[src/rtl/alu_issue_pkg.sv]
`default_nettype none
// ============================================================================
// Module   : alu_issue_pkg
// Brief    : RV32I opcode/funct constants, f3OpInt and the ALU operand bundle.
// Revision : 1.0
// ============================================================================
package alu_issue_pkg;

    localparam logic [6:0] c_opc_op     = 7'b0110011;
    localparam logic [6:0] c_opc_op_imm = 7'b0010011;
    localparam logic [6:0] c_opc_lui    = 7'b0110111;
    localparam logic [6:0] c_opc_auipc  = 7'b0010111;

    localparam logic [6:0] c_f7_base = 7'b0000000;
    localparam logic [6:0] c_f7_alt  = 7'b0100000;

    typedef enum logic [2:0] {
        ADD  = 3'd0,
        SLL  = 3'd1,
        SLT  = 3'd2,
        SLTU = 3'd3,
        XOR  = 3'd4,
        SR   = 3'd5,
        OR   = 3'd6,
        AND  = 3'd7
    } f3OpInt;

    typedef struct packed {
        logic        op;
        logic        op_imm;
        logic [2:0]  funct3;
        logic [6:0]  funct7;
        logic [31:0] a;
        logic [31:0] b;
    } alu_bundle_t;

endpackage
`default_nettype wire

[src/rtl/alu_issue_decode.sv]
`default_nettype none
// ============================================================================
// Module   : alu_issue_decode
// Brief    : Combinational RV32I decode into the ALU operand bundle.
// Revision : 1.0
// ============================================================================
module alu_issue_decode
    import alu_issue_pkg::*;
#(
    parameter int XLEN = 32
) (
    input  logic [31:0]     i_instr,
    input  logic [XLEN-1:0] i_pc,
    input  logic [XLEN-1:0] i_rs1_data,
    input  logic [XLEN-1:0] i_rs2_data,
    output alu_bundle_t     o_bundle,
    output logic [4:0]      o_rd,
    output logic            o_legal,
    output logic            o_uses_rs2,
    output logic            o_rd_we
);

    logic [6:0] w_opcode;
    logic [2:0] w_f3;
    logic [6:0] w_f7;
    logic       w_is_shift;

    assign w_opcode   = i_instr[6:0];
    assign w_f3       = i_instr[14:12];
    assign w_f7       = i_instr[31:25];
    assign o_rd       = i_instr[11:7];
    assign w_is_shift = (w_f3 == SLL) || (w_f3 == SR);

    always_comb begin
        o_bundle   = '0;
        o_legal    = 1'b0;
        o_uses_rs2 = 1'b0;
        case (w_opcode)
            c_opc_op: begin
                o_uses_rs2      = 1'b1;
                o_bundle.op     = 1'b1;
                o_bundle.funct3 = w_f3;
                o_bundle.funct7 = w_f7;
                o_bundle.a      = i_rs1_data;
                o_bundle.b      = w_is_shift ? {27'd0, i_rs2_data[4:0]} : i_rs2_data;
                o_legal         = (w_f7 == c_f7_base) ||
                                  ((w_f7 == c_f7_alt) && ((w_f3 == ADD) || (w_f3 == SR)));
            end
            c_opc_op_imm: begin
                o_bundle.op_imm = 1'b1;
                o_bundle.funct3 = w_f3;
                o_bundle.a      = i_rs1_data;
                if (w_is_shift) begin
                    // Shift immediates carry the SRA/SRL selector in the funct7 slot
                    o_bundle.funct7 = w_f7;
                    o_bundle.b      = {27'd0, i_instr[24:20]};
                    o_legal         = (w_f7 == c_f7_base) || ((w_f3 == SR) && (w_f7 == c_f7_alt));
                end else begin
                    o_bundle.b = {{20{i_instr[31]}}, i_instr[31:20]};
                    o_legal    = 1'b1;
                end
            end
            c_opc_lui, c_opc_auipc: begin
                o_bundle.op_imm = 1'b1;
                o_bundle.funct3 = ADD;
                o_bundle.a      = (w_opcode == c_opc_auipc) ? i_pc : '0;
                o_bundle.b      = {i_instr[31:12], 12'd0};
                o_legal         = 1'b1;
            end
            default: begin
                o_legal = 1'b0;
            end
        endcase
    end

    assign o_rd_we = o_legal && (o_rd != 5'd0);

endmodule
`default_nettype wire

[src/rtl/alu_issue.sv]
`default_nettype none
// ============================================================================
// Module   : alu_issue
// Brief    : RV32I decode/issue stage with pending-register scoreboard.
//            Optional ALU_ISSUE_ILLEGAL_EN forwards illegal beats with out_illegal.
// Revision : 1.0
// ============================================================================
module alu_issue
    import alu_issue_pkg::*;
#(
    parameter int XLEN = 32
) (
    input  logic            clk,
    input  logic            rst_n,
    input  logic            in_valid,
    output logic            in_ready,
    input  logic [31:0]     in_instr,
    input  logic [XLEN-1:0] in_pc,
    output logic [4:0]      rs1_addr,
    output logic [4:0]      rs2_addr,
    input  logic [XLEN-1:0] rs1_data,
    input  logic [XLEN-1:0] rs2_data,
    input  logic            wb_valid,
    input  logic [4:0]      wb_rd,
    output logic            out_valid,
    input  logic            out_ready,
    output logic            op,
    output logic            op_imm,
    output logic [2:0]      funct3,
    output logic [6:0]      funct7,
    output logic [XLEN-1:0] a,
    output logic [XLEN-1:0] b,
    output logic [4:0]      out_rd,
    output logic            out_rd_we,
    output logic [XLEN-1:0] out_pc
`ifdef ALU_ISSUE_ILLEGAL_EN
    ,
    output logic            out_illegal
`endif
);

    alu_bundle_t     w_bundle;
    logic [4:0]      w_rd;
    logic            w_legal;
    logic            w_uses_rs2;
    logic            w_rd_we;
    logic            w_stall;
    logic            w_accept;
    logic            w_load;
    logic            w_beat;
    logic [31:0]     w_pending_nxt;

    alu_bundle_t     r_bundle;
    logic [4:0]      r_rd;
    logic            r_rd_we;
    logic [XLEN-1:0] r_pc;
    logic            r_out_valid;
    logic [31:0]     r_pending;

    assign rs1_addr = in_instr[19:15];
    assign rs2_addr = in_instr[24:20];

    alu_issue_decode #(
        .XLEN (XLEN)
    ) u_decode (
        .i_instr    (in_instr),
        .i_pc       (in_pc),
        .i_rs1_data (rs1_data),
        .i_rs2_data (rs2_data),
        .o_bundle   (w_bundle),
        .o_rd       (w_rd),
        .o_legal    (w_legal),
        .o_uses_rs2 (w_uses_rs2),
        .o_rd_we    (w_rd_we)
    );

    // Registered bitmap only: a writeback in this cycle unblocks next cycle
    assign w_stall  = r_pending[rs1_addr] || (w_uses_rs2 && r_pending[rs2_addr]) || r_pending[w_rd];
    assign in_ready = !w_stall && (!r_out_valid || out_ready);
    assign w_accept = in_valid && in_ready;

`ifdef ALU_ISSUE_ILLEGAL_EN
    assign w_beat = 1'b1;
    assign w_load = w_accept;
`else
    assign w_beat = w_legal;
    assign w_load = w_accept && w_legal;
`endif

    always_comb begin
        w_pending_nxt = r_pending;
        if (wb_valid) begin
            w_pending_nxt[wb_rd] = 1'b0;
        end
        if (w_accept && w_rd_we) begin
            w_pending_nxt[w_rd] = 1'b1;
        end
        w_pending_nxt[0] = 1'b0;
    end

    always_ff @(posedge clk or negedge rst_n) begin
        if (!rst_n) begin
            r_out_valid <= 1'b0;
            r_pending   <= '0;
            r_bundle    <= '0;
            r_rd        <= '0;
            r_rd_we     <= 1'b0;
            r_pc        <= '0;
        end else begin
            r_pending <= w_pending_nxt;
            if (w_load) begin
                r_bundle <= w_bundle;
                r_rd     <= w_rd;
                r_rd_we  <= w_rd_we;
                r_pc     <= in_pc;
            end
            if (w_accept) begin
                r_out_valid <= w_beat;
            end else if (out_ready) begin
                r_out_valid <= 1'b0;
            end
        end
    end

`ifdef ALU_ISSUE_ILLEGAL_EN
    logic r_illegal;

    always_ff @(posedge clk or negedge rst_n) begin
        if (!rst_n) begin
            r_illegal <= 1'b0;
        end else if (w_load) begin
            r_illegal <= !w_legal;
        end
    end

    assign out_illegal = r_illegal;
`endif

    assign out_valid = r_out_valid;
    assign op        = r_bundle.op;
    assign op_imm    = r_bundle.op_imm;
    assign funct3    = r_bundle.funct3;
    assign funct7    = r_bundle.funct7;
    assign a         = r_bundle.a;
    assign b         = r_bundle.b;
    assign out_rd    = r_rd;
    assign out_rd_we = r_rd_we;
    assign out_pc    = r_pc;

endmodule
`default_nettype wire

[config.mk]
export PLATFORM = sky130hd
export DESIGN_NAME = alu_issue
export DESIGN_NICKNAME = d
export VERILOG_FILES = /design/src/rtl/alu_issue_pkg.sv /design/src/rtl/alu_issue_decode.sv /design/src/rtl/alu_issue.sv
export SDC_FILE = /design/constraint.sdc
export NUM_CORES = 1
export LEC_CHECK = 0
export ABC_AREA = 1
export CORE_UTILIZATION = 39
export DETAILED_ROUTE_END_ITERATION = 12
export GPL_TIMING_DRIVEN = 0
export PLACE_DENSITY = 0.69
export SYNTH_ARGS = -nofsm -noshare
export SYNTH_HDL_FRONTEND = slang
export SYNTH_SLANG_ARGS = --single-unit
[constraint.sdc]
create_clock -name clk -period 5.4 [get_ports clk]
set_input_delay 1.35 -clock clk [delete_from_list [all_inputs] [get_ports clk]]
set_output_delay 1.35 -clock clk [all_outputs]
set_load 0.1 [all_outputs]
==> results by group <==
Route
  – DRT Pass-1 Iters: 5
  – Vias per cell: 5.14
  – Via Count: 8322
  – Post-route ant nets: 0
  – Initial DRC count: 741
  – WL/cell: 17.9 um
  – DRC viols: 0
  – Routed WL: 29000 um

Clocking
  – Clk_lat worst skew: 430 ps
  – TritonCTS clock tree: built
  – Clk sinks: 146
  – Clk root buf: clkbuf_16
  – Hold-fix buffers at CTS: 0
  – CTS buffer count: 17
  – Clock Tree Buf Depth: 2
  – H-tree depth: 4
  – Clk slew on worst S/H paths: 70 ps

GRT
  – Number of global-route vias before repair: 7830
  – Initial antenna violation count: 0
  – Largest net degree at the start of global routing: 94
  – GRT Overall Usage: 28.4%
  – Grt ovf: 0
  – First-pass GRT wire length: 44100 um

Floorplanning
  – Std cell rows: 51
  – Die height: 143 um
  – IO Pins: 264
  – Die area: 20500 um^2
  – Core area: 19500 um^2
  – Die width: 143 um
  – Initial Utilization: 39.8%

STA
  – Minimum clock period after layout: 5070 ps
  – WHS: 467 ps
  – Layout Skew: 9.77 ps
  – Highest clock rate: 197 MHz
  – Max_slew headroom: 26.9%
  – Unrepaired setup endpoints after global routing: no
  – Final Cycle Share: 93.9%
  – PnR worst setup slack: 331 ps
  – Max Slew Vio Count: 0
  – Final setup viols: 0
  – Worst-Margin Slew: 1090 ps
  – Final Hold Fails: 0

Layout
  – Antenna cells: 0
  – Area growth, synth to finish: 45.4%
  – Share of cells above drive strength 1: 6.43%
  – FILL cells: 1871
  – Fin nets: 1478

Logic synthesis
  – Ys Warns: 0
  – Post-Synth Simple-Gate Area: 32.6%
  – Mux cell area share after synthesis: 0%
  – Post-synth EDFFs: 0
  – Adder-cell share of the synthesized area: 0%
  – Post-Synthesis Cells: 1062
  – Combinational family with the most area after synthesis: simple AND/OR/NAND/NOR gates
  – Syn Std Cell Area: 7770 um^2
  – Post-synthesis cell type with the largest combined area: dfrtp_1
  – Register area share after synthesis: 47.0%
  – Ys async rst share: 100%
  – Synth Flop Type: dfrtp_1
  – Complex-gate fraction of the synthesized area: 12.0%
  – Post-Syn Nets: 1200
  – Post-synthesis xor/xnor area fraction: 0%
  – Synth top area share: 47.0%
  – Yosys cell types: 27
  – Seq cells post-synth: 146
  – Avg Cell Area, Syn: 7.32 um^2
  – Post-synth top cells: 520 x nand2_1, 146 x dfrtp_1, 77 x o21ai_0
  – Count leader, synth: nand2_1
  – Top cells by area, synth: dfrtp_1 47%, nand2_1 25%, o21ai_0 5.0%

Pwr
  – Maximum vdd ir drop: 0.233 mV
  – Sw Share: 35.7%
  – Pwr dens: 281 nW/um^2
  – Seq pwr share: 36.8%
  – Clock power share: 37.8%
  – Cell Int Power: 2040 uW
  – Combinational group share of total power: 25.4%
  – P_leak: 0.00549 uW
  – Switch Pwr: 1130 uW

Setup path
  – Crit path max fanout: 6
  – Reg-to-Reg Start: r_pending[26]
  – Max incr delay on CP: 690 ps
  – Most frequent CP cell: nand2_1
  – Critical Path Start Type: input port
  – CP Cell Sequence: clkdlybuf4s50_1 > inv_1 > nor3_1 > nand2_1 > nand2_1 > inv_2 > nand3_2 > nor2_4 > and2_1 > clkbuf_2
  – Critical path capture point type: primary output
  – Worst Path Arrival: 3720 ps
  – Critical path startpoint: in_instr[11]
  – Critical path class: in2out
  – Slowest CP cell: clkdlybuf4s50_1
  – CP Data Required Time: 4050 ps

Min path
  – Hold path startpoint: funct7[1]
  – Min-Delay Path Class: reg2reg

Placement
  – Pre-CTS setup slack: -249 ps
  – Placer Congestion: 0.954
  – DPL Wire Length: 21600 um
  – Buffers on Ports: 258

Outcome
  – Status: completed

Flow run
  – Total of max-cap violations: 0
## cells in the final DEF, fill, tap and decap left out, types with 2 or more instances in the layout
cell type | synthesis | routed
a21oi_1 | 4 | 4
a32o_1 | 32 | 32
buf_2 | 20 | 20
buf_4 | 15 | 15
buf_6 | 5 | 6
clkbuf_1 | 24 | 24
clkbuf_16 | 0 | 17
clkbuf_8 | 0 | 2
clkdlybuf4s50_1 | 0 | 256
clkinv_1 | 2 | 2
clkinv_4 | 1 | 2
clkinvlp_4 | 0 | 2
dfrtp_1 | 146 | 146
inv_1 | 70 | 70
inv_2 | 4 | 4
inv_6 | 0 | 7
inv_8 | 0 | 2
nand2_1 | 520 | 520
nand3_1 | 76 | 76
nand3_2 | 2 | 2
nand4_1 | 2 | 2
nor2_1 | 17 | 17
nor2_2 | 2 | 2
nor2_4 | 2 | 2
nor3_1 | 9 | 9
o211ai_1 | 20 | 20
o21ai_0 | 77 | 77
o21ai_1 | 2 | 2
o31ai_1 | 6 | 6
## layout make-up
cell class                 instances  area [um^2]  area share, %
buffer                            65          363           3.21
clock buffer                      19          453           4.01
clock inverter                    13          138           1.22
inverter                          77          294           2.60
multi-input combinational        774         3460           30.7
sequential                       146         3650           32.3
tap                              265          332           2.93
timing repair buffer             259         2610           23.1
## timing repair
action | CTS | global route
setup buffers | 0 | 0
resized for setup | 1 | 2
endpoints found under the setup margin | 1 | 1
## cells by family (layout without fill, tap and decap cells)
| kind of cell | count (synthesis) | count (layout) |
|---|---|---|
| flip-flops | 146 | 146 |
| buffers and inverters | 142 | 433 |
| AND/OR/NAND/NOR | 633 | 633 |
| AO/OA/AOI/OAI | 141 | 141 |
## power groups by stage
stage	combinational, uW	sequential, uW	clock (uW)
floorplan	162	1530	0
global placement	800	1190	0
detailed placement	805	1190	0
CTS	807	1170	1210
global route	841	1180	1260
finish	806	1170	1200
## worst max-delay path: cells and delay by family
kind,cells,cell delay [ps]
buffers and inverters,4,1250
AND/OR/NAND/NOR,6,1110
## sequential cells by signal, summed over array words and instances (netlist names)
name and flops:
a 32, b 32, funct3 3, funct7 7, op 1, op_imm 1
out_pc 32, out_rd 5, out_rd_we 1, out_valid 1, r_pending 31
## path summary, 6_finish.rpt
| path | endpoint | slack, ps | cells after the start |
|---|---|---|---|
| worst max-delay path | in_ready | 330 | 10 |
| min in group asynchronous | a[6] | 870 | 1 |
| worst min register to register | funct7[1] | 470 | 2 |
| worst min-delay path | funct7[1] | 470 | 2 |
| worst max register to register | a[14] | 3120 | 14 |
| max in group asynchronous | r_pending[3] | 3670 | 2 |
## metrics by stage
step                std cells  utilization [%]  power [uW]  TNS (ps)  area (um^2)
finish                   1618             57.9        3180         0        11300
global route             1618             57.9        3280         0        11300
CTS                      1618             57.9        3190         0        11300
detailed placement       1586             54.9        1990      -249        10700
global placement         1585             54.7        1990   -456340        10700
floorplan                1062                -        1690         0         7770
## metal layers
metal  GRT usage [%]  wire (um)
met1            38.7      12400
met5               0          0
met4            10.8        820
met3            5.00       2300
met2            44.9      13400
Power figures use the tool's default switching activity.
